### config.mk
export PLATFORM = sky130hd
export DESIGN_NAME = line_serializer_tx
export DESIGN_NICKNAME = d
export VERILOG_FILES = /design/src/rtl/line_serializer_tx.sv
export SDC_FILE = /design/constraint.sdc
export NUM_CORES = 1
export LEC_CHECK = 0
export ABC_AREA = 1
export CORE_MARGIN = 3
export CORE_UTILIZATION = 49
export CTS_CLUSTER_DIAMETER = 60
export CTS_CLUSTER_SIZE = 40
export DETAILED_ROUTE_END_ITERATION = 6
export GPL_TIMING_DRIVEN = 0
export PLACE_DENSITY = 0.75
export REMOVE_ABC_BUFFERS = 1
export SKIP_LAST_GASP = 1
export SYNTH_ARGS = -nofsm -noshare
export SYNTH_HDL_FRONTEND = slang
export SYNTH_SLANG_ARGS = --single-unit
### constraint.sdc
create_clock -name clk -period 15.6 [get_ports clk]
set_clock_uncertainty 0.15 [all_clocks]
set_input_delay 3.9 -clock clk [delete_from_list [all_inputs] [get_ports clk]]
set_output_delay 3.9 -clock clk [all_outputs]
set_load 0.005 [all_outputs]
### src/rtl/line_serializer_tx.sv
// line_serializer_tx
// Accepts whole cache lines on an upstream valid/ready port and emits them
// one word at a time, lowest word first, on a downstream valid/ready port.
// An active line register plus a pending (skid) line register let lines
// stream back to back with no bubble while keeping ready_out registered.
//
// Ports:
//   clk        clock, all state updates on the rising edge
//   rst        synchronous active-high reset
//   valid_in   upstream line valid
//   ready_out  upstream ready (low while a pending line is held)
//   line_in    upstream line, word k at [k*WORD_BITS +: WORD_BITS]
//   valid_out  downstream word valid
//   ready_in   downstream ready
//   word_out   current word of the active line
//   word_idx   index of the current word
//   last_out   current word is the last of its line
//   busy       any line held (active or pending)
module line_serializer_tx #(
    parameter int WORD_BITS      = 64,
    parameter int WORDS_PER_LINE = 4,
    parameter int LINE_BITS      = WORD_BITS * WORDS_PER_LINE,
    parameter int IDX_BITS       = $clog2(WORDS_PER_LINE)
) (
    input  logic                 clk,
    input  logic                 rst,
    input  logic                 valid_in,
    output logic                 ready_out,
    input  logic [LINE_BITS-1:0] line_in,
    output logic                 valid_out,
    input  logic                 ready_in,
    output logic [WORD_BITS-1:0] word_out,
    output logic [IDX_BITS-1:0]  word_idx,
    output logic                 last_out,
    output logic                 busy
);

    localparam logic [IDX_BITS-1:0] LAST_IDX = IDX_BITS'(WORDS_PER_LINE - 1);

    logic [LINE_BITS-1:0] active_line_q,  active_line_d;
    logic                 active_valid_q, active_valid_d;
    logic [LINE_BITS-1:0] pending_line_q, pending_line_d;
    logic                 pending_valid_q, pending_valid_d;
    logic [IDX_BITS-1:0]  cnt_q,          cnt_d;

    logic                 acc_s;
    logic                 snd_s;
    logic                 fin_s;
    logic                 last_s;
    logic [WORD_BITS-1:0] line_words_s [WORDS_PER_LINE];

    // Split the active line into an addressable array of words.
    always_comb begin
        for (int k = 0; k < WORDS_PER_LINE; k++) begin
            line_words_s[k] = active_line_q[k*WORD_BITS +: WORD_BITS];
        end
    end

    assign last_s    = (cnt_q == LAST_IDX);
    assign acc_s     = valid_in & ~pending_valid_q;
    assign snd_s     = active_valid_q & ready_in;
    assign fin_s     = snd_s & last_s;

    assign ready_out = ~pending_valid_q;
    assign valid_out = active_valid_q;
    assign word_out  = line_words_s[cnt_q];
    assign word_idx  = cnt_q;
    assign last_out  = last_s;
    assign busy      = active_valid_q | pending_valid_q;

    // Next-state: word counter advance plus line movement between registers.
    always_comb begin
        active_line_d   = active_line_q;
        active_valid_d  = active_valid_q;
        pending_line_d  = pending_line_q;
        pending_valid_d = pending_valid_q;
        cnt_d           = cnt_q;

        // Counter moves within a line; fin and empty-load handled below.
        if (snd_s && !last_s) begin
            cnt_d = cnt_q + IDX_BITS'(1);
        end else begin
            cnt_d = cnt_q;
        end

        if (fin_s) begin
            cnt_d = '0;
            if (pending_valid_q) begin
                // Pending always wins: it was accepted earlier than line_in,
                // and acc cannot be high while pending is held anyway.
                active_line_d   = pending_line_q;
                pending_valid_d = 1'b0;
            end else if (acc_s) begin
                // Same-cycle accept and finish: load straight into active.
                active_line_d = line_in;
            end else begin
                active_valid_d = 1'b0;
            end
        end else if (acc_s) begin
            if (!active_valid_q) begin
                active_line_d  = line_in;
                active_valid_d = 1'b1;
                cnt_d          = '0;
            end else begin
                pending_line_d  = line_in;
                pending_valid_d = 1'b1;
            end
        end else begin
            active_valid_d  = active_valid_q;
            pending_valid_d = pending_valid_q;
        end
    end

    // Control state register with synchronous reset.
    always_ff @(posedge clk) begin
        if (rst) begin
            active_valid_q  <= 1'b0;
            pending_valid_q <= 1'b0;
            cnt_q           <= '0;
        end else begin
            active_valid_q  <= active_valid_d;
            pending_valid_q <= pending_valid_d;
            cnt_q           <= cnt_d;
        end
    end

    // Line data registers; contents are meaningless while their valid is low.
    always_ff @(posedge clk) begin
        active_line_q  <= active_line_d;
        pending_line_q <= pending_line_d;
    end

endmodule
==> impl_metrics.yaml, run 1 <==
setup_path:
  reg2reg_depth: 10
  r2r_end: "active_line_q[190]"
  path_buf_inv: 5
  ff2ff_setup_slack_ns: 10.71
  critical_path.reg2reg.startpoint: "word_idx[1]"
  worstPathMaxFanout: 80
  timing.setup.critical_path_class: "in2reg"
  slowest_stage: "sky130_fd_sc_hd__nand3_4"
  critPathCaptureType: "register"
  timing.critical_path.max_delay_family: "simple AND/OR/NAND/NOR gates"
  start_kind: "primary input"
  chain_of_cells_forming_the_critical_path: "clkdlybuf4s50_1, nand3_4, nand2_1, o21ai_0, nor2_4, buf_16, buf_12, buf_12, buf_16"
  crit_path_max_incr_delay_ns: 0.71
  timing.critical_path.arrival_ns: 7.39
  critical_path_required_ns: 15.71
flow_run:
  max-cap-violations: 0
power:
  power.leakage_uw: 0.00919
  max-vdd-ir-drop_mv: 0.0828
  power_density_nw_per_um2: 109
  power_uw: 2910
grt:
  first_global_vias: 14600
  wire_length_of_the_first_global_routing_pass_um: 80800
  total_track_usage: 0.217
  pin_count_of_the_biggest_net_entering_global_routing: 161
  grt.overflow.total: 0
  number_of_antenna_violations_at_the_first_check_in_global_routing: 10
route:
  route.antenna.remaining_nets: 0
  route.met2.wl_um: 25300
  routedLengthMet1_um: 20900
  drcViolationCount: 0
  vias_per_cell: 5.36
  wirelength_um: 50900
  dr.pass1.iters: 5
  routed_wire_length_per_instance_um: 18.8
  met3_length_um: 3500
  highest_layer: "met5"
  drt-initial-drc-count: 1371
  vias: 14500
timing:
  unrepaired_setup_endpoints_after_global_routing: "no"
  final_critical_path_required_period_ns: 7.28
  final-max-slew-violation-count: 0
  report.final.setup_viol: 0
  tns_ns: 0
  peak_clock_frequency_supported_by_timing_mhz: 137
  timing_worst_slew_pin_value_ns: 0.940
  final.hold.worst_slack_ns: 0.362
  fin_crit_sh: 0.467
  relSlewSlack: 0.374
  timing_hold_violations_final: 0
floorplan:
  initial_core_util: 0.503
  std_cell_rows: 75
  core-area_um2: 42500
  die_area_um2: 46200
  die_w_um: 215
  io_pins: 330
  die_h_um: 215
worst_hold_path:
  timing.hold.worst_path_depth: 2
  worstHoldEndpoint: "active_line_q[26]"
  min_path_type: "reg2reg"
  hold_start: "pending_line_q[26]"
synthesis:
  synthesis.area_um2: 21400
  syn-mean-instance-area_um2: 11.7
  yosysSeqAreaShare: 0.722
  ys_ff_latch: 516
  postSynthCellCount: 1831
  yosys.cell_types.count: 20
  yosys_warnings: 0
cts:
  clk_pin_slew_ns: 0.09
  clock_insertion_delay_worst_skew_ns: 0.57
  cts_tree: "done"
  ctsHoldBuffers: 0
  cts_sinks: 516
  clockRootBuffer: "sky130_fd_sc_hd__clkbuf_16"
  cts-htree-levels: 2
  post-cts-setup-buffer-count: 0
  cts_resized: 0
  numCtsBuffers: 36
  clk_path_buf_depth: 3
placement:
  place_congestion: 0.773
  hpwlAfterDp_um: 31100
  placedInstanceArea_um2: 25500
  portBuffers: 329
layout:
  area_growth_syn_to_layout_pct: 25.3
  finalInstanceArea_um2: 26800
  num-nets-final: 2367
  post_route_cells_drive_above_1_share: 0.0493
status:
  outcome: "finished clean"
power by group:
group / internal, µW / switching [µW] / leakage [µW]
sequential: 1610 / 18.6 / 0.00476
clock: 517 / 521 / 0.000628
combinational: 123 / 129 / 0.00380
total: 2250 / 669 / 0.00919
worst max path at each step:
stage                startpoint  depth (start not counted)                  to
finish                 ready_in                          9  active_line_q[190]
global route           ready_in                          9  active_line_q[190]
floorplan              ready_in                          3    active_line_q[0]
global placement    word_idx[1]                          4  active_line_q[254]
CTS                    ready_in                          9  active_line_q[190]
detailed placement     ready_in                          9  active_line_q[190]
worst min-delay path, stage by stage, from the launching register on:
cell                       delay [ns]
sky130_fd_sc_hd__edfxtp_1        0.32
sky130_fd_sc_hd__nand2_1         0.05
sky130_fd_sc_hd__nand2_1         0.05
flip-flops by register name, indices dropped and copies added (netlist names):
signal / count
valid_out: 1
active_line_q: 256
pending_line_q: 256
pending_valid_q: 1
word_idx: 2
cells by family (layout without fill, tap and decap cells):
family          after synthesis  in the layout  share of synthesized area
buf+inv                     133            433                     0.0344
compound gates              450            450                      0.113
simple gates                730            730                      0.130
other cells                   0              4                          0
flops                       516            516                      0.722
fa+ha+maj                     2              2                    0.00117
layout by cell type (no fill, tap or decap), drive strengths merged:
cell type        n
o21a            64
o21ai          385
diode            4
nand3b           1
nand3            5
clkdlybuf4s50  329
clkbuf          38
ha               2
bufinv           3
nand2          586
clkinvlp         1
nand4            2
dfxtp            4
inv             21
clkinv           7
edfxtp         512
buf             34
a21oi            1
nor2           136
through the flow:
stage,cells,worst slack [ns],utilization
3_5_place_dp,2644,7.72,0.600
5_1_grt,2711,8.06,0.631
3_3_place_gp,2610,-9.82,0.581
4_1_cts,2708,8.32,0.631
2_1_floorplan,1704,-1.62,-
6_report,2712,8.32,0.631
cell type report:
cell class	count	area [µm²]
Clock inverter	26	359
Sequential cell	516	15500
Clock buffer	38	930
Fill cell	3240	15700
Timing Repair Buffer	363	4070
Antenna cell	4	10.0
Tap cell	577	722
Multi-Input combinational cell	1182	5230
Inverter	6	35.0
metal layers:
layer,vias up,global-route usage
li1,6969,-
met1,6971,0.290
met2,515,0.366
met3,81,0.0397
met4,10,0.0663
met5,-,0
cells in the mapped netlist, drive strengths merged:
cell type / count / area, µm²
nor2: 136 / 518
buf: 57 / 450
edfxtp: 512 / 15400
clkbuf: 70 / 263
nand4: 2 / 12.5
nand3b: 1 / 7.51
nand3: 5 / 37.5
inv: 6 / 22.5
dfxtp: 4 / 80.1
a21oi: 1 / 5.00
nand2: 586 / 2200
o21ai: 385 / 1930
o21a: 64 / 480
ha: 2 / 25.0
Note: power is estimated with default switching activity, not from simulation.
==> inputs of run 2 (changes only) <==
- CORE_UTILIZATION: 49 -> 54
- PLACE_DENSITY: 0.75 -> 0.78
- clock period: 15.6 -> 7.55 ns (I/O delays scaled with it)
==> run 2 against run 1 <==
Count of clock-buffer cells in the layout is 2 higher. Die area is 9.0% lower. Register-to-register slack worse by 7.7 ns. Critical path type is now reg2out.
==> impl_metrics.yaml, run 2 (synthesis results as in run 1) <==
setup_path:
  critPathCaptureType: "output port"
  r2r_end: "active_line_q[45]"
  start_kind: "register"
  critical_path_required_ns: 5.51
  worstPathMaxFanout: 78
  slowest_stage: "sky130_fd_sc_hd__dfxtp_4"
  ff2ff_setup_slack_ns: 3.06
  timing.critical_path.arrival_ns: 3.11
  timing.critical_path.mode_cell: "sky130_fd_sc_hd__nor2_1"
  chain_of_cells_forming_the_critical_path: "inv_6, buf_16, nor2_1, nor2_1, o21ai_0, nand2_1, clkdlybuf4s50_1"
  timing.setup.critical_path_class: "reg2out"
  reg2reg_depth: 11
  critical_path.reg2reg.startpoint: "word_idx[1]"
  crit_path_max_incr_delay_ns: 0.89
power:
  power.leakage_uw: 0.00913
  max-vdd-ir-drop_mv: 0.188
  power_density_nw_per_um2: 222
floorplan:
  core-area_um2: 38900
  die_h_um: 205
  io_pins: 330
  die_area_um2: 42100
  std_cell_rows: 72
  initial_core_util: 0.550
  die_w_um: 205
cts:
  cts_tree: "done"
  cts_resized: 0
  ctsHoldBuffers: 0
  post-cts-setup-buffer-count: 0
  clock_insertion_delay_worst_skew_ns: 0.55
  clockRootBuffer: "sky130_fd_sc_hd__clkbuf_16"
  clk_path_buf_depth: 3
  cts_sinks: 516
  cts-htree-levels: 2
  clk_pin_slew_ns: 0.09
  numCtsBuffers: 36
layout:
  layout.cells.non_filler: 2654
  utilization: 0.685
  num-nets-final: 2366
  area_growth_syn_to_layout_pct: 24.6
  mostFrequentLayoutCell: "sky130_fd_sc_hd__nand2_1"
  leading_cell_types_in_the_layout_fill_and_taps_excluded: "sky130_fd_sc_hd__nand2_1 (586), sky130_fd_sc_hd__edfxtp_1 (512), sky130_fd_sc_hd__o21ai_0 (385), sky130_fd_sc_hd__clkdlybuf4s50_1 (329), sky130_fd_sc_hd__nor2_1 (133)"
  post_route_cells_drive_above_1_share: 0.0479
timing:
  report.final.setup_viol: 0
  fin_crit_sh: 0.681
  timing_hold_violations_final: 0
  timing_worst_slew_pin_value_ns: 0.899
  layout_setup_ws_ns: 2.41
  final_critical_path_required_period_ns: 5.14
  peak_clock_frequency_supported_by_timing_mhz: 194
  final-max-slew-violation-count: 0
  relSlewSlack: 0.400
  unrepaired_setup_endpoints_after_global_routing: "no"
route:
  dr.pass1.iters: 5
  route.antenna.remaining_nets: 0
  routed_wire_length_per_instance_um: 19.1
  vias: 14800
  drcViolationCount: 0
  drt-initial-drc-count: 1376
  wirelength_um: 50700
  vias_per_cell: 5.57
placement:
  hpwlAfterDp_um: 31200
  detailedPlace.worstSlack_ns: 2.07
  placed_cell_count: 2584
  place_congestion: 0.770
  portBuffers: 329
grt:
  wire_length_of_the_first_global_routing_pass_um: 78300
  first_global_vias: 14400
  number_of_antenna_violations_at_the_first_check_in_global_routing: 14
  grt.overflow.total: 0
  pin_count_of_the_biggest_net_entering_global_routing: 141
  total_track_usage: 0.236
status:
  outcome: "finished clean"
worst_hold_path:
  timing.hold.worst_path_depth: 2
  min_path_type: "reg2reg"
  hold_start: "pending_line_q[120]"
  worstHoldEndpoint: "active_line_q[120]"
flow_run:
  max-cap-violations: 0
==> run 2: changes by cell type in the layout (fill, tap and decap cells not counted), sizes merged, moves of 2 or more <==
cell,delta
clkinvlp,+3
bufinv,-2
clkbuf,+2
clkinv,+3
diode,+2
inv,-6
==> run 2: layout make-up <==
class,count,area (µm²)
diodes,6,15.0
multi-input cells,1182,5230
clock inverters,24,288
repair buffers,362,4040
well taps,518,648
fillers,2700,12300
flip-flops and latches,516,15500
inverters,6,35.0
clock buffers,40,947
==> run 2: worst max-delay path, delay by kind of cell, from the launching register on <==
family	cells	cell delay (ns)
AO/OA/AOI/OAI	1	0.13
buffers and inverters	3	1.21
flip-flops	1	0.89
AND/OR/NAND/NOR	3	0.27
==> run 2: per-stage QoR <==
stage / setup TNS (ns) / hold WS (ns) / instance area [µm²] / total power [µW]
after floorplan: -4147.69 / 0.345 / 20700 / 3650
after global placement: - / 0.350 / 24600 / 3980
final: 0 / 0.360 / 26700 / 5930
after detailed placement: 0 / 0.352 / 25400 / 3940
after global routing: 0 / 0.380 / 26700 / 6130
after CTS: 0 / 0.364 / 26600 / 5980
==> run 2: power breakdown <==
group,switching (µW),internal [µW],total (µW)
Combinational,263,253,516
Sequential,42.8,3320,3360
Clock,1050,1000,2050
Total,1360,4570,5930
==> run 2: worst max path at each step <==
stage	slack (ns)	to	startpoint
2_1_floorplan	-8.73	active_line_q[0]	word_idx[1]
3_3_place_gp	-17.52	active_line_q[109]	word_idx[1]
3_5_place_dp	2.07	pending_line_q[179]	ready_in
4_1_cts	2.30	word_out[49]	word_idx[0]
5_1_grt	2.14	word_out[49]	word_idx[0]
6_report	2.41	word_out[49]	word_idx[0]
==> run 2: routing by layer <==
layer / global-route usage / routed length, µm
met5: 0 / 134
met4: 0.0742 / 1220
met3: 0.0566 / 4060
met2: 0.393 / 25300
met1: 0.309 / 20000
